**src/rtl/x9_seq_ctrl_if.sv**
```systemverilog
// -----------------------------------------------------------------------------
// x9_seq_ctrl_if
// Bundles the run handshake, instruction-decode controls, LUT write port, ALU
// flag inputs and the sequencer outputs of the X9 program sequencer.
//   master : the core side (decode/ALU/run controller); drives requests,
//            decoded controls and flags, observes prog_ctr/run/done/cycles.
//   slave  : the sequencer itself (x9_seq_ctrl).
// Optional: when X9_SEQ_WATCHDOG_EN is defined a 'timeout' output is added.
// -----------------------------------------------------------------------------
interface x9_seq_ctrl_if #(
  parameter int D      = 12,
  parameter int LUT_AW = 4,
  parameter int CW     = 16
);
  // run handshake
  logic                req;
  logic [D-1:0]        start_pc;
  logic                run;
  logic                done;
  logic [CW-1:0]       cycles;
  // decoded instruction controls
  logic                halt;
  logic                branch;
  logic [LUT_AW-1:0]   lut_idx;
  logic                rel_en;
  logic signed [D-1:0] rel_off;
  // branch LUT write port
  logic                lut_wr_en;
  logic [LUT_AW-1:0]   lut_wr_addr;
  logic [D-1:0]        lut_wr_data;
  // ALU flags and shift/carry control
  logic                sc_o;
  logic                pari;
  logic                one;
  logic                sc_clr;
  logic                sc_en;
  // sequencer outputs
  logic [D-1:0]        prog_ctr;
  logic                sc_q;
  logic                pari_q;
  logic                one_q;
`ifdef X9_SEQ_WATCHDOG_EN
  logic                timeout;
`endif

  modport master (
    output req, start_pc, halt, branch, lut_idx, rel_en, rel_off,
           lut_wr_en, lut_wr_addr, lut_wr_data, sc_o, pari, one, sc_clr, sc_en,
    input  prog_ctr, sc_q, pari_q, one_q, run, done, cycles
`ifdef X9_SEQ_WATCHDOG_EN
    , input timeout
`endif
  );

  modport slave (
    input  req, start_pc, halt, branch, lut_idx, rel_en, rel_off,
           lut_wr_en, lut_wr_addr, lut_wr_data, sc_o, pari, one, sc_clr, sc_en,
    output prog_ctr, sc_q, pari_q, one_q, run, done, cycles
`ifdef X9_SEQ_WATCHDOG_EN
    , output timeout
`endif
  );
endinterface

```
**src/rtl/x9_seq_ctrl.sv**
```systemverilog
// -----------------------------------------------------------------------------
// x9_seq_ctrl
// Program-sequencing and run-control unit for the X9 core: program counter,
// programmable branch-target LUT, signed relative jumps, halt detection,
// req/done run handshake, RUN-cycle counter and the lagging flag registers.
//
// Ports:
//   clk   : clock, all state on the rising edge
//   reset : asynchronous active-low reset (0 = reset), synchronous release
//   bus   : x9_seq_ctrl_if.slave (handshake, decode controls, LUT write port,
//           flags in, prog_ctr/flags/run/done/cycles out)
//
// Optional feature macro: X9_SEQ_WATCHDOG_EN
//   defined   : a run whose cycle count reaches 2^CW-1 is forced to DONE and
//               bus.timeout is raised (cleared on the next run start / reset).
//   undefined : no timeout; the counter saturates and the run continues.
// -----------------------------------------------------------------------------
module x9_seq_ctrl #(
  parameter int D      = 12,
  parameter int LUT_AW = 4,
  parameter int CW     = 16
) (
  input  logic         clk,
  input  logic         reset,
  x9_seq_ctrl_if.slave bus
);

  localparam int            LUT_N   = 1 << LUT_AW;
  localparam logic [CW-1:0] CYC_MAX = '1;

  typedef enum logic [1:0] {
    IDLE = 2'd0,
    RUN  = 2'd1,
    DONE = 2'd2
  } state_t;

  state_t        state;
  logic [D-1:0]  pc;
  logic [D-1:0]  next_pc;
  logic [CW-1:0] cycles;
  logic          run_q;
  logic          done_q;
  logic          sc_q;
  logic          pari_q;
  logic          one_q;
  logic [D-1:0]  lut [LUT_N];
`ifdef X9_SEQ_WATCHDOG_EN
  logic          timeout_q;
`endif

  // Saturating increment: the counter sticks at all-ones instead of wrapping.
  function automatic logic [CW-1:0] sat_inc(input logic [CW-1:0] v);
    return (v == CYC_MAX) ? v : v + CW'(1);
  endfunction

  // PC-relative target, modulo 2^D. The offset is sign-extended by one bit so
  // the sum is formed exactly before truncation back to D bits.
  function automatic logic [D-1:0] rel_target(input logic [D-1:0]        cur,
                                              input logic signed [D-1:0] off);
    logic signed [D:0] sum;
    sum = $signed({1'b0, cur}) + $signed({off[D-1], off});
    return sum[D-1:0];
  endfunction

  // Next-PC selection. Branch decision uses one_q, the flag registered from
  // the previous instruction. The LUT read is combinational, so a write to
  // the same entry this cycle is only seen by the following branch.
  always_comb begin
    next_pc = pc + D'(1);
    if (bus.branch && one_q) begin
      next_pc = lut[bus.lut_idx];
    end else if (bus.rel_en) begin
      next_pc = rel_target(pc, bus.rel_off);
    end
  end

  // Run-control FSM with all outputs registered alongside the state.
  always_ff @(posedge clk or negedge reset) begin
    if (!reset) begin
      state     <= IDLE;
      pc        <= '0;
      cycles    <= '0;
      run_q     <= 1'b0;
      done_q    <= 1'b0;
      sc_q      <= 1'b0;
      pari_q    <= 1'b0;
      one_q     <= 1'b0;
`ifdef X9_SEQ_WATCHDOG_EN
      timeout_q <= 1'b0;
`endif
    end else begin
      case (state)
        IDLE: begin
          if (bus.req) begin
            state     <= RUN;
            run_q     <= 1'b1;
            pc        <= bus.start_pc;
            cycles    <= '0;
            sc_q      <= 1'b0;
            pari_q    <= 1'b0;
            one_q     <= 1'b0;
`ifdef X9_SEQ_WATCHDOG_EN
            timeout_q <= 1'b0;
`endif
          end
        end

        RUN: begin
          if (!bus.req) begin
            // Abort: everything except the state freezes, done never rises.
            state <= IDLE;
            run_q <= 1'b0;
          end else begin
            cycles <= sat_inc(cycles);
            pari_q <= bus.pari;
            one_q  <= bus.one;
            if (bus.sc_clr) begin
              sc_q <= 1'b0;
            end else if (bus.sc_en) begin
              sc_q <= bus.sc_o;
            end

            if (bus.halt) begin
              // PC stays on the halt instruction.
              state  <= DONE;
              run_q  <= 1'b0;
              done_q <= 1'b1;
            end
`ifdef X9_SEQ_WATCHDOG_EN
            else if (sat_inc(cycles) == CYC_MAX) begin
              state     <= DONE;
              run_q     <= 1'b0;
              done_q    <= 1'b1;
              timeout_q <= 1'b1;
            end
`endif
            else begin
              pc <= next_pc;
            end
          end
        end

        DONE: begin
          // Only a req drop leaves DONE; a held req never restarts a run.
          if (!bus.req) begin
            state  <= IDLE;
            done_q <= 1'b0;
          end
        end

        default: begin
          state  <= IDLE;
          run_q  <= 1'b0;
          done_q <= 1'b0;
        end
      endcase
    end
  end

  // Branch-target LUT, writable in any state.
  always_ff @(posedge clk or negedge reset) begin
    if (!reset) begin
      for (int i = 0; i < LUT_N; i++) begin
        lut[i] <= '0;
      end
    end else if (bus.lut_wr_en) begin
      lut[bus.lut_wr_addr] <= bus.lut_wr_data;
    end
  end

  assign bus.prog_ctr = pc;
  assign bus.cycles   = cycles;
  assign bus.run      = run_q;
  assign bus.done     = done_q;
  assign bus.sc_q     = sc_q;
  assign bus.pari_q   = pari_q;
  assign bus.one_q    = one_q;
`ifdef X9_SEQ_WATCHDOG_EN
  assign bus.timeout  = timeout_q;
`endif

endmodule

```
**src/flat_wrapper.sv**
```systemverilog
// flat-port wrapper written by rule: the top's interface ports become plain ports
module x9_seq_ctrl_flat 
#(
  parameter int D      = 12,
  parameter int LUT_AW = 4,
  parameter int CW     = 16
)
  (clk, reset, bus_req, bus_start_pc, bus_halt, bus_branch, bus_lut_idx, bus_rel_en, bus_rel_off, bus_lut_wr_en, bus_lut_wr_addr, bus_lut_wr_data, bus_sc_o, bus_pari, bus_one, bus_sc_clr, bus_sc_en, bus_prog_ctr, bus_sc_q, bus_pari_q, bus_one_q, bus_run, bus_done, bus_cycles);
  x9_seq_ctrl_if #(.D(D), .LUT_AW(LUT_AW), .CW(CW)) bus_i ();
  input  logic clk;
  input  logic reset;
  input wire logic [$bits(bus_i.req)-1:0] bus_req;
  input wire logic [$bits(bus_i.start_pc)-1:0] bus_start_pc;
  input wire logic [$bits(bus_i.halt)-1:0] bus_halt;
  input wire logic [$bits(bus_i.branch)-1:0] bus_branch;
  input wire logic [$bits(bus_i.lut_idx)-1:0] bus_lut_idx;
  input wire logic [$bits(bus_i.rel_en)-1:0] bus_rel_en;
  input wire logic [$bits(bus_i.rel_off)-1:0] bus_rel_off;
  input wire logic [$bits(bus_i.lut_wr_en)-1:0] bus_lut_wr_en;
  input wire logic [$bits(bus_i.lut_wr_addr)-1:0] bus_lut_wr_addr;
  input wire logic [$bits(bus_i.lut_wr_data)-1:0] bus_lut_wr_data;
  input wire logic [$bits(bus_i.sc_o)-1:0] bus_sc_o;
  input wire logic [$bits(bus_i.pari)-1:0] bus_pari;
  input wire logic [$bits(bus_i.one)-1:0] bus_one;
  input wire logic [$bits(bus_i.sc_clr)-1:0] bus_sc_clr;
  input wire logic [$bits(bus_i.sc_en)-1:0] bus_sc_en;
  output wire logic [$bits(bus_i.prog_ctr)-1:0] bus_prog_ctr;
  output wire logic [$bits(bus_i.sc_q)-1:0] bus_sc_q;
  output wire logic [$bits(bus_i.pari_q)-1:0] bus_pari_q;
  output wire logic [$bits(bus_i.one_q)-1:0] bus_one_q;
  output wire logic [$bits(bus_i.run)-1:0] bus_run;
  output wire logic [$bits(bus_i.done)-1:0] bus_done;
  output wire logic [$bits(bus_i.cycles)-1:0] bus_cycles;
  assign bus_i.req = bus_req;
  assign bus_i.start_pc = bus_start_pc;
  assign bus_i.halt = bus_halt;
  assign bus_i.branch = bus_branch;
  assign bus_i.lut_idx = bus_lut_idx;
  assign bus_i.rel_en = bus_rel_en;
  assign bus_i.rel_off = bus_rel_off;
  assign bus_i.lut_wr_en = bus_lut_wr_en;
  assign bus_i.lut_wr_addr = bus_lut_wr_addr;
  assign bus_i.lut_wr_data = bus_lut_wr_data;
  assign bus_i.sc_o = bus_sc_o;
  assign bus_i.pari = bus_pari;
  assign bus_i.one = bus_one;
  assign bus_i.sc_clr = bus_sc_clr;
  assign bus_i.sc_en = bus_sc_en;
  assign bus_prog_ctr = bus_i.prog_ctr;
  assign bus_sc_q = bus_i.sc_q;
  assign bus_pari_q = bus_i.pari_q;
  assign bus_one_q = bus_i.one_q;
  assign bus_run = bus_i.run;
  assign bus_done = bus_i.done;
  assign bus_cycles = bus_i.cycles;
  x9_seq_ctrl #(.D(D), .LUT_AW(LUT_AW), .CW(CW)) u_core (.clk(clk), .reset(reset), .bus(bus_i));
endmodule
```
**config.mk**
```make
export PLATFORM = sky130hd
export DESIGN_NAME = x9_seq_ctrl_flat
export DESIGN_NICKNAME = d
export VERILOG_FILES = /design/src/rtl/x9_seq_ctrl_if.sv /design/src/rtl/x9_seq_ctrl.sv /design/src/flat_wrapper.sv
export SDC_FILE = /design/constraint.sdc
export NUM_CORES = 1
export LEC_CHECK = 0
export CAP_MARGIN = 20
export CORE_MARGIN = 3
export CORE_UTILIZATION = 55
export DETAILED_ROUTE_END_ITERATION = 16
export HOLD_SLACK_MARGIN = 0.02
export PLACE_DENSITY = 0.85
export RECOVER_POWER = 100
export SLEW_MARGIN = 10
export SYNTH_ARGS = -nofsm -noshare
export SYNTH_HDL_FRONTEND = slang
export SYNTH_SLANG_ARGS = --single-unit
```
**constraint.sdc**
```tcl
create_clock -name clk -period 6.1 [get_ports clk]
set_input_delay 1.22 -clock clk [delete_from_list [all_inputs] [get_ports clk]]
set_output_delay 1.22 -clock clk [all_outputs]
set_load 0.005 [all_outputs]
```
Word-level counts from Yosys, hierarchy flattened
Index checks and enable logic that the tools add are counted.
{ "op_classes": {"addsub": 3, "n_mul": 0, "div_mod_pow": 0, "magnitude_cmp": 3, "n_eq_ne": 11, "shifts": 0, "muxes": 38, "bitwise": 4, "n_reduce_logical": 11} }
{ "ops": {"columns": ["cell", "count"], "rows": [
  ["$bwmux 192", 1],
  ["$mux 12", 8],
  ["$bmux 12 s4", 1],
  ["$demux 12 s4", 1],
  ["$mux 16", 3],
  ["$pmux 16 s2", 1],
  ["$pmux 12 s2", 1],
  ["$add 16x1->16 const B", 1],
  ["$eq 16x16->1 const B", 1],
  ["$reduce_and 4->1", 4],
  ["$add 12x1->12 const B", 1],
  ["$add 12x12->12", 1],
  ["$mux 1", 12],
  ["$ne 2x2->1 const B", 6],
  ["$ge 5x5->1 const B", 2],
  ["$not 4->5", 2],
  ["$reduce_and 3->1", 3],
  ["$mux 2", 4],
  ["$ne 3x3->1 const B", 2],
  ["$pmux 1 s2", 3],
  ["$pmux 1 s3", 2],
  ["$pmux 2 s3", 1],
  ["$lt 5x1->1 const B", 1],
  ["$eq 2x1->1 const B", 1],
  ["5 further kinds", 7]
]} }
{ "word_totals": {"ff_bits": 227, "latch_bits": 0, "ram_bits": 0, "romBits": 0, "in_bits": 56, "output_inout_bits": 33, "memories": 0} }

Depth between registers and ports, before layout
Gate-level depths: netlist of the first run.
{ "logic_depth": {"ltp_word": 8, "depth_mapped": 9, "ltp_nobuf": 9} }

Worst setup path before layout of the first run
Ideal clock, no wire load.
{ "synth_timing": {"path_kind": "input-to-reg", "start": "input port bus_rel_off[0]", "end": "register u_core.pc[8] (netlist: u_core.bus.prog_ctr[8])", "setup_time_ns": 0.120, "t_arrival_ns": 2.930, "required_ns": 5.980, "path_slack_ns": 3.050, "cell_stages": 9, "path_cell_list": "ha_1 -> inv_1 -> fa_1 -> nand2b_1 -> a21oi_1 -> nor2_1 -> o211ai_1 -> mux2_2 -> a31o_1"} }
{ "synth_via": {"elab_chain_len": 6} }
{ "synth_rtl": {"columns": ["item", "line_no", "rtl"], "rows": [
  ["from (decl)", "flat_wrapper.sv:18", "input wire logic [$bits(bus_i.rel_off)-1:0] bus_rel_off;"],
  ["$add 12x12->12", "x9_seq_ctrl.sv:61", "sum = $signed({1'b0, cur}) + $signed({off[D-1], off});"],
  ["$mux 12", "x9_seq_ctrl.sv:72", "end else if (bus.rel_en) begin"],
  ["$mux 12", "x9_seq_ctrl.sv:70", "if (bus.branch && one_q) begin"],
  ["$mux 12", "x9_seq_ctrl.sv:123", "if (bus.halt) begin"],
  ["$mux 12", "x9_seq_ctrl.sv:109", "if (!bus.req) begin"],
  ["$pmux 12 s2", "x9_seq_ctrl.sv:92", "case (state)"],
  ["to (signal assigned)", "x9_seq_ctrl.sv:97", "pc <= bus.start_pc;"],
  ["to (signal assigned)", "x9_seq_ctrl.sv:138", "pc <= next_pc;"],
  ["to (decl)", "x9_seq_ctrl.sv:38", "logic [D-1:0] pc;"]
]} }
Every way passes these cells. The select of a mux whose other input is x is not followed.
A chain may end at the register's enable or synchronous reset.

==> parameters.txt, run 1 <==
Parameter                              Value

Placement
  Count of buffers inserted at the top-level ports    88
  Placer congestion estimate    0.840
  DP Worst Slack    2100 ps
  Half-perimeter wire length after detailed placement    16600 um

Power
  Peak supply drop    0.000196 V
  Lkg Pwr    about 5.6 nW
  Clock group share of total power    0.336
  Total power after layout    4.50 mW
  Part of the total power dissipated in combinational logic    0.212
  Power Density    343 mW/mm2
  Pint    3.31 mW
  Sw Share    0.263
  Switching Power    1.18 mW
  Proportion of power drawn by flip-flops and latches    0.452

Critical path
  List of cells traversed by the critical path    clkbuf_2
  Kind of critical path    in2async
  Data required, critical path    6020 ps
  Crit path buffers/inverters    1
  Stage delay of the slowest cell on the critical path    2130 ps
  CP max stage cell    clkbuf_2
  Endpoint class of the critical path    asynchronous set/reset pin
  Gate family responsible for the most delay along the worst path    buffers and inverters
  Instance count on the critical path    1
  CP startpoint kind    input port
  Data arrival time of the critical path    3460 ps
  Cell count of the worst reg-to-reg path    6
  Peak fanout along the critical path    129

Drt
  Pre-antenna DRT Iters    4
  Antenna Nets Post-Route    0
  Drt drc    0
  Wire length after detailed routing    around 26000 um
  Total number of vias    7353
  Per-cell via count in the routed design    6.19
  Detail-routed net length per standard cell    22.1 um
  Drt first-iter violations    438

Min path
  Worst min path class    reg2reg
  Number of cells on the worst hold path    2

Yosys
  Share of async-settable or async-resettable flops after synthesis    1.00
  Total number of yosys warnings    0
  Number of enable-type register cells in the synthesized netlist    0
  Share of Yosys cell area claimed by the top area cell type    0.502
  Gate count of the mapped netlist    841
  Mapped Area    around 0.011 mm2
  Post-synth net total    911
  Largest area contributor in the netlist    dfrtp_1
  Most used flip-flop cell after synthesis    dfrtp_1
  Average size of a mapped cell    13.4 um2
  #FFs+latches synth    between 200 and 250
  Share of synthesized area occupied by flip-flops and latches    0.502
  Post-synth cell types    55
  Synth top area cells    dfrtp_1 (50%), mux2_2 (19%), mux4_2 (11%)

STA
  Number of endpoints failing setup at the final stage    0
  Final-report max-slew violation count    246
  Transition at the pin with the smallest max-transition slack    roughly 3100 ps
  Hold Violations, Final    0
  Final critical path time including I/O delays and setup    3540 ps
  Unrepaired setup endpoints after global routing    no
  Sum of negative setup slack    0 ps
  Worst slew margin relative to its limit    -1.09
  Setup skew after layout    between 6 and 7 ps
  Worst setup margin    2560 ps
  Crit share post-route    0.580
  Maximum frequency from static timing analysis    283 MHz

Floorplanning
  Placeable Area    0.0198 mm2
  Number of placed I/O pins    89
  Die W    149 um
  Floorplan die area    0.0223 mm2
  Placement Rows    between 50 and 60
  Starting density of the core    0.570
  Height of the die    149 um

Finish
  Fin util    0.661
  Share of post-route cells with drive strength above 1    0.320
  # diodes    0
  Area overhead of the layout relative to synthesis    15.9%
  Most frequent standard cell in the layout excluding fill and tap cells    dfrtp_1
  Commonest cells after routing, fill and taps aside    dfrtp_1 (227), mux2_2 (192), mux4_2 (54)
  Fin nets    975

Clock tree
  Buffers inserted during post-CTS setup optimization    0
  Number of hold buffers added after cts    0
  # H-tree levels    1
  # resized after CTS    0
  Number of buffers created by CTS    24
  Sinks on the clock net    roughly 230
  Max clock buf depth    3
  Register clock-pin slew on the reported worst setup and hold paths    60 ps
  Root Buffer Master    clkbuf_16
  Clock tree from TritonCTS    yes
  Worst-Skew Late Latency    510 ps

GRT
  GRT Residual Overflow    0
  Vias in the first global route    7781
  Wire length of the first global-routing pass    42000 um
  Global-route usage over all layers    0.240
  Pin count of the biggest net entering global routing    130
  Antenna violations before repair    1

Outcome
  Run status    finished with violations
  Failing checks    capacitance limit, slew limit

Flow run
  Max Cap Violations    10
final cells by class:
class / count / area, um2
well taps: 265 / 332
multi-input cells: 548 / 5320
clock inverters: 7 / 88.8
clock buffers: 37 / 741
flip-flops and latches: 227 / 5680
fillers: 1417 / 6740
inverters: 12 / 45.0
repair buffers: 92 / 907
flip-flops by register name, summed over array words and instances (netlist names):
signal / count
u_core.bus.run: 1
u_core.state: 2
u_core.bus.cycles: 16
u_core.bus.one_q: 1
u_core.bus.done: 1
u_core.bus.pari_q: 1
u_core.bus.sc_q: 1
u_core.bus.prog_ctr: 12
u_core.lut: 192
routing by layer:
layer / wire length [um] / GRT usage / share of wire / vias up
li1: - / - / - / 3243
met1: 11300 / 0.335 / 0.43 / 3829
met2: 12800 / 0.395 / 0.49 / 225
met3: 1560 / 0.0380 / 0.059 / 54
met4: 638 / 0.0668 / 0.024 / 2
met5: 11 / 0 / 0.00042 / -
kinds of logic after synthesis:
logic type	after synthesis	synth area share
fa+ha+maj	14	0.0162
simple gates	173	0.0741
mux	258	0.315
buf+inv	66	0.0264
compound gates	81	0.0486
flops	227	0.502
xor+xnor	22	0.0170
power by group through the flow:
stage | Combinational, mW | Clock [mW] | Sequential [mW]
finish | 0.953 | 1.51 | 2.03
global route | 1.04 | 1.60 | 2.07
CTS | 0.968 | 1.53 | 2.03
detailed placement | 0.960 | 0 | 2.05
global placement | 0.921 | 0 | 2.03
floorplan | 0.699 | 0 | 1.98
path summary, 6_finish.rpt:
check | from | endpoint | slack [ps]
setup / recovery | reset | u_core.lut[101] | 2560
hold / removal | u_core.bus.pari_q | u_core.bus.pari_q | 470
setup reg to reg | u_core.state[0] | u_core.bus.cycles[4] | 3030
hold reg to reg | u_core.bus.pari_q | u_core.bus.pari_q | 470
max in group clk | bus_lut_wr_addr[1] | u_core.lut[111] | 2650
min in group asynchronous | reset | u_core.lut[88] | 1700
synth_stat cells, types with 7 or more instances:
cell type and number:
a21oi_1 17, buf_2 10, clkbuf_1 37, dfrtp_1 227
ha_1 13, inv_1 12, mux2_2 194, mux4_2 54
nand2_1 42, nand2b_1 11, nand3_1 27, nor2_1 44
nor2b_1 8, nor3_1 9, o211ai_1 7, o21ai_0 18
xnor2_1 11, xor2_1 11
metrics by stage:
step / hold slack, ps / instances / area (um2)
5_1_grt: 497 / 1188 / 13100
6_report: 468 / 1188 / 13100
3_5_place_dp: 466 / 1144 / 12300
3_3_place_gp: 452 / 1144 / 12300
4_1_cts: 479 / 1188 / 13200
2_1_floorplan: 463 / 841 / 11300
worst min-delay path, stage by stage, from the launching register on:
cell and delay (ps):
dfrtp_1 340, nand2_1 50, nand2_1 50
Power figures use the tool's default switching activity.
==> inputs of run 2 (changes only) <==
Settings changed: CORE_UTILIZATION 55 to 53.
Clock period 6.1 ns to 3.1 ns, I/O delays scaled along.
==> run 2 against run 1 <==
Net effect:
- the run now ends clean
- global-route usage shrank 0.96 points
- largest power group unchanged
- sequential power grew 97%
- first-iteration DRC count grew 27%
- final cell count grew 3.7%
==> parameters.txt, run 2 (synthesized netlist as in run 1, its figures left out) <==
Parameter                              Value

Finish
  Fin util    0.651 (was 0.661)
  # diodes    0 (unchanged)
  Number of standard cells in the layout, taps in and fillers out    1232 (was 1188)
  Commonest cells after routing, fill and taps aside    dfrtp_1 (227), mux2_2 (192), mux4_2 (54) (unchanged)
  Final Cell Area    0.0134 mm2 (was 0.0131 mm2)
  FILL cells    1435 (was 1417)
  Number of flip-flops in the largest register    192 (unchanged)
  Share of post-route cells with drive strength above 1    0.323 (was 0.320)
  Most frequent standard cell in the layout excluding fill and tap cells    dfrtp_1 (unchanged)
  Fin nets    1014 (was 975)
  Register with the most flip-flops    u_core.lut (unchanged)
  Area overhead of the layout relative to synthesis    18.7% (was 15.9%)

STA
  Maximum frequency from static timing analysis    about 380 MHz
  Final-report max-slew violation count    0 (was 246)
  Final critical path time including I/O delays and setup    2630 ps
  Sum of negative setup slack    0 ps (unchanged)
  Setup skew after layout    22.2 ps (was 6.37 ps)
  Worst setup margin    472 ps (was 2560 ps)
  Fin Hold WS    469 ps (was 468 ps)
  Worst slew margin relative to its limit    0.108 (was -1.09)
  Transition at the pin with the smallest max-transition slack    1340 ps (was 3130 ps)
  Number of endpoints failing setup at the final stage    0 (unchanged)
  Unrepaired setup endpoints after global routing    no (unchanged)
  Hold Violations, Final    0 (unchanged)
  Crit share post-route    0.848

Clock tree
  # H-tree levels    1 (unchanged)
  Max clock buf depth    3 (unchanged)
  Number of buffers created by CTS    24 (unchanged)
  Worst-Skew Late Latency    530 ps (was 510 ps)
  Sinks on the clock net    227 (unchanged)
  Clock tree from TritonCTS    yes (unchanged)
  Root Buffer Master    clkbuf_16 (unchanged)
  Register clock-pin slew on the reported worst setup and hold paths    60 ps (about the same)

Floorplanning
  Placement Rows    52 (was 51)
  Height of the die    152 um (was 149 um)
  Placeable Area    0.0206 mm2 (was 0.0198 mm2)
  Die W    152 um (was 149 um)
  Starting density of the core    0.548 (was 0.570)
  Floorplan die area    0.0231 mm2 (was 0.0223 mm2)
  Number of placed I/O pins    89 (unchanged)

Critical path
  Peak fanout along the critical path    3 (was 129)
  Data arrival time of the critical path    3020 ps (was 3460 ps)
  Stage delay of the slowest cell on the critical path    540 ps (was 2130 ps)
  Kind of critical path    in2reg (was in2async)
  Gate family responsible for the most delay along the worst path    compound AO/OA/AOI/OAI gates (was buffers and inverters)
  CP max stage cell    dlygate4sd3_1 (was clkbuf_2)
  Data required, critical path    3500 ps (was 6020 ps)
  Crit path buffers/inverters    2 (was 1)
  CP startpoint kind    input port (unchanged)
  Endpoint class of the critical path    flop (was asynchronous set/reset pin)
  List of cells traversed by the critical path    dlygate4sd3_1 > ha_1 > inv_1 > fa_1 > nand2b_1 > a21oi_1 > nor2_1 > o211ai_1 > mux2_2 > a31o_1 (was clkbuf_2)

Drt
  Detail-routed net length per standard cell    21.4 um (was 22.1 um)
  Total number of vias    7532 (was 7353)
  Drt drc    0 (unchanged)
  Pre-antenna DRT Iters    5 (was 4)
  Per-cell via count in the routed design    6.11 (was 6.19)
  Drt first-iter violations    557 (was 438)
  Antenna Nets Post-Route    0 (unchanged)
  Wire length after detailed routing    26400 um (was 26300 um)

GRT
  Antenna violations before repair    1 (unchanged)
  Global-route usage over all layers    0.230 (was 0.240)
  Wire length of the first global-routing pass    43500 um (was 42000 um)
  Vias in the first global route    7912 (was 7781)
  Pin count of the biggest net entering global routing    77 (was 130)
  GRT Residual Overflow    0 (unchanged)

Placement
  Half-perimeter wire length after detailed placement    17500 um (was 16600 um)
  Placer congestion estimate    0.917 (was 0.840)
  Count of buffers inserted at the top-level ports    88 (unchanged)
  DP Worst Slack    31.3 ps (was 2100 ps)
  Cells after DPL    1187 (was 1144)
  Placed instance area    0.0126 mm2 (was 0.0123 mm2)

Power
  Total power after layout    9.02 mW (was 4.50 mW)
  Lkg Pwr    5.71 nW (was 5.57 nW)
  Peak supply drop    0.000414 V (was 0.000196 V)
  Power Density    672 mW/mm2 (was 343 mW/mm2)

Flow run
  Max Cap Violations    0 (was 10)

Outcome
  Run status    finished clean (was finished with violations)

Min path
  Worst min path class    reg2reg (unchanged)
==> run 2: cell type report <==
class,instances,area (um2),share of cell area
inverters,12,45.0,0.00336
well taps,270,338,0.0252
flip-flops and latches,227,5680,0.423
clock buffers,36,736,0.0548
repair buffers,131,1140,0.0852
clock inverters,8,151,0.0113
multi-input cells,548,5330,0.397
==> run 2: repair_timing <==
item,CTS,global route
endpoints found under the hold margin,17,0
gates resized for setup,0,0
hold buffers,1,0
endpoints found under the setup margin,0,0
setup buffers,0,0
==> run 2: final timing paths <==
check | start | end | slack, ps | cells past startpoint
setup / recovery | bus_rel_off[0] | u_core.bus.prog_ctr[8] | 470 | 10
hold / removal | u_core.bus.pari_q | u_core.bus.pari_q | 470 | 2
setup reg to reg | u_core.bus.prog_ctr[0] | u_core.bus.prog_ctr[8] | 570 | 9
hold reg to reg | u_core.bus.pari_q | u_core.bus.pari_q | 470 | 2
max in group asynchronous | reset | u_core.bus.cycles[5] | 740 | 3
min in group asynchronous | reset | u_core.bus.prog_ctr[1] | 920 | 2
==> run 2: where the power goes <==
group	internal, mW	total, mW	switching [mW]
clock	1.97	3.12	1.15
combinational	1.13	1.89	0.760
sequential	3.60	4.00	0.402
total	6.70	9.02	2.32
==> run 2: tightest hold or removal path, cell delays in order (launching register included) <==
cell,delay (ps)
dfrtp_1,340
nand2_1,50
nand2_1,50
==> run 2: metal layers <==
layer,track usage,vias up,share of wire
met2,0.388,264,0.50
met3,0.0390,63,0.063
met5,0,-,0.00049
li1,-,3325,-
met1,0.313,3878,0.42
met4,0.0625,2,0.024
==> inputs of run 3 (changes only) <==
Settings changed: CORE_UTILIZATION 53 to 55.
Clock period 3.1 ns to 2.65 ns, I/O delays scaled along.
==> run 3 against run 2 <==
Net effect:
- the flow now finishes with violations (capacitance limit, slew limit)
- die area decreased by 3.5%
- sequential share of layout area rose by 0.075 points
- clock power up 4%
==> parameters.txt, run 3 (synthesized netlist as in run 1, its figures left out) <==
Parameter                              Value

GRT
  Global-route track usage on met3    0.0468 (was 0.0390)
  Global-route usage over all layers    0.253 (was 0.230)
  Wire length of the first global-routing pass    44300 um (was 43500 um)
  Global routing's busiest layer    met2 (unchanged)
  Pin count of the biggest net entering global routing    68 (was 77)
  Met2 track utilization from global routing    0.418 (was 0.388)
  Antenna violations before repair    0 (was 1)
  GRT Residual Overflow    0 (unchanged)
  Vias in the first global route    7980 (was 7912)
  GR Util met1    0.351 (was 0.313)

STA
  Crit share post-route    0.931
  Number of endpoints failing setup at the final stage    0 (unchanged)
  Worst slew margin relative to its limit    -0.00136 (was 0.108)
  Transition at the pin with the smallest max-transition slack    1500 ps (was 1340 ps)
  Unrepaired setup endpoints after global routing    no (unchanged)
  Hold Violations, Final    0 (unchanged)
  Maximum frequency from static timing analysis    405 MHz
  Setup skew after layout    11.6 ps (was 22.2 ps)
  Final critical path time including I/O delays and setup    2470 ps
  Final-report max-slew violation count    62 (was 0)

Finish
  Share of post-route cells with drive strength above 1    0.324 (was 0.323)
  Number of flip-flops in the largest register    192 (unchanged)
  Commonest cells after routing, fill and taps aside    dfrtp_1 (227), mux2_2 (190), mux4_2 (54) (was dfrtp_1 (227), mux2_2 (192), mux4_2 (54))
  Multi-input gate area in the final layout    0.00533 mm2 (unchanged)
  # diodes    0 (unchanged)
  Seq. cell area    0.00568 mm2 (unchanged)
  FILL cells    1402 (was 1435)
  Register with the most flip-flops    u_core.lut (unchanged)
  Fin nets    1028 (was 1014)
  Fin util    0.675 (was 0.651)
  Area overhead of the layout relative to synthesis    18.5% (was 18.7%)
  Most frequent standard cell in the layout excluding fill and tap cells    dfrtp_1 (unchanged)

Clock tree
  Register clock-pin slew on the reported worst setup and hold paths    60 ps (about the same)
  Max clock buf depth    3 (unchanged)
  Sinks on the clock net    227 (unchanged)
  Clock tree from TritonCTS    yes (unchanged)
  Root Buffer Master    clkbuf_16 (unchanged)
  Buffers inserted during post-CTS setup optimization    0 (unchanged)
  # H-tree levels    1 (unchanged)
  Worst-Skew Late Latency    510 ps (was 530 ps)
  Number of buffers created by CTS    24 (unchanged)

Critical path
  CP max stage cell    dlygate4sd3_1 (unchanged)
  Endpoint class of the critical path    flop (unchanged)
  Critical R2R Capture    u_core.bus.prog_ctr[8] (unchanged)
  Peak fanout along the critical path    2 (was 3)
  Data arrival time of the critical path    2870 ps (was 3020 ps)
  Critical Path Sink    u_core.bus.prog_ctr[8] (unchanged)
  Data required, critical path    3060 ps (was 3500 ps)
  Cell count of the worst reg-to-reg path    8 (was 9)
  List of cells traversed by the critical path    dlygate4sd3_1 > ha_1 > inv_1 > fa_1 > nand2b_1 > a21oi_1 > nor2_1 > o211ai_1 > mux2_2 > a31o_1 (unchanged)
  Critical path origin    bus_rel_off[0] (unchanged)
  Kind of critical path    in2reg (unchanged)
  Stage delay of the slowest cell on the critical path    540 ps (about the same)
  Reg-to-reg startpoint    u_core.bus.prog_ctr[1] (was u_core.bus.prog_ctr[0])
  Register-to-register path setup slack    270 ps (was 570 ps)
  CP startpoint kind    input port (unchanged)

Drt
  Total number of vias    7567 (was 7532)
  Drt drc    0 (unchanged)
  Antenna Nets Post-Route    0 (unchanged)
  Drt first-iter violations    427 (was 557)
  Pre-antenna DRT Iters    4 (was 5)
  Wire length after detailed routing    27600 um (was 26400 um)
  Detail-routed net length per standard cell    22.3 um (was 21.4 um)
  Per-cell via count in the routed design    6.12 (was 6.11)

Power
  Part of the total power dissipated in combinational logic    0.225 (was 0.210)
  Proportion of power drawn by flip-flops and latches    0.457 (was 0.444)
  Switching Power    2.73 mW (was 2.32 mW)
  Power Density    764 mW/mm2 (was 672 mW/mm2)
  Sw Share    0.266 (was 0.257)
  Total power after layout    10.2 mW (was 9.02 mW)
  Peak supply drop    0.000523 V (was 0.000414 V)
  Clock group share of total power    0.319 (was 0.347)
  Pint    7.51 mW (was 6.70 mW)
  Lkg Pwr    5.71 nW (about the same)

Outcome
  Run status    finished with violations (was finished clean)
  Failing checks    capacitance limit, slew limit

Placement
  Half-perimeter wire length after detailed placement    18300 um (was 17500 um)
  Count of buffers inserted at the top-level ports    88 (unchanged)
  Placer congestion estimate    0.897 (was 0.917)

Floorplanning
  Placement Rows    51 (was 52)
  Starting density of the core    0.570 (was 0.548)
  Placeable Area    0.0198 mm2 (was 0.0206 mm2)
  Number of placed I/O pins    89 (unchanged)
  Die W    149 um (was 152 um)
  Height of the die    149 um (was 152 um)
  Floorplan die area    0.0223 mm2 (was 0.0231 mm2)

Min path
  Worst min path class    in2async (was reg2reg)

Flow run
  Max Cap Violations    1 (was 0)
## run 3: cell types whose count changed in the layout (fill, tap and decap cells not counted), sizes merged
cell / previous run / this run
buf: 17 / 26
bufinv: 4 / 0
clkbuf: 64 / 72
clkdlybuf4s50: 48 / 52
clkinv: 4 / 1
dlygate4sd3: 38 / 34
## run 3: worst min-delay path by stage
stage / startpoint / cells after the start / to
finish: reset / 2 / u_core.lut[73]
floorplan: reset / 0 / u_core.bus.cycles[0]
detailed placement: reset / 1 / u_core.lut[1]
global placement: reset / 1 / u_core.lut[73]
global route: reset / 2 / u_core.lut[85]
CTS: reset / 2 / u_core.lut[1]
## run 3: metal layers
metal	routed length, um	up-vias
met5	0	-
met4	643	0
met3	1870	53
met2	13400	271
met1	11700	3899
li1	-	3344
## run 3: cell type report
type / count / area share
clock buffer: 39 / 0.0566
timing repair buffer: 145 / 0.0933
clock inverter: 1 / 0.000374
multi-input combinational: 548 / 0.398
sequential: 227 / 0.424
tap: 265 / 0.0247
inverter: 12 / 0.00336
## run 3: repair_timing
action                    4_1_cts  5_1_grt
hold buffers                    1        0
hold endpoints to repair       34        0
resized for setup               0        0
## run 3: per-stage QoR
stage | std cells | worst slack, ps | setup TNS [ps] | hold WS [ps] | instance area (um2)
after floorplan | 841 | 290 | 0 | 234 | 11300
after global placement | 1196 | -227 | -458 | 424 | 12800
after detailed placement | 1196 | -270 | -670 | 421 | 12800
after CTS | 1237 | 265 | 0 | 467 | 13600
after global routing | 1237 | 66.6 | 0 | 502 | 13400
final | 1237 | 182 | 0 | 474 | 13400
## run 3: power groups by stage
stage	registers (mW)	clock network, mW	logic (mW)
floorplan	4.56	0	1.61
global placement	4.64	0	2.25
detailed placement	4.71	0	2.33
CTS	4.66	3.31	2.36
global route	4.75	3.44	2.51
finish	4.68	3.26	2.30
## run 3: critical path, delay by kind of cell
kind | cells | cell delay [ps]
AO/OA/AOI/OAI | 3 | 590
adder cells (fa/ha/maj) | 2 | 540
buffers and inverters | 2 | 590
multiplexers | 1 | 360
AND/OR/NAND/NOR | 2 | 270
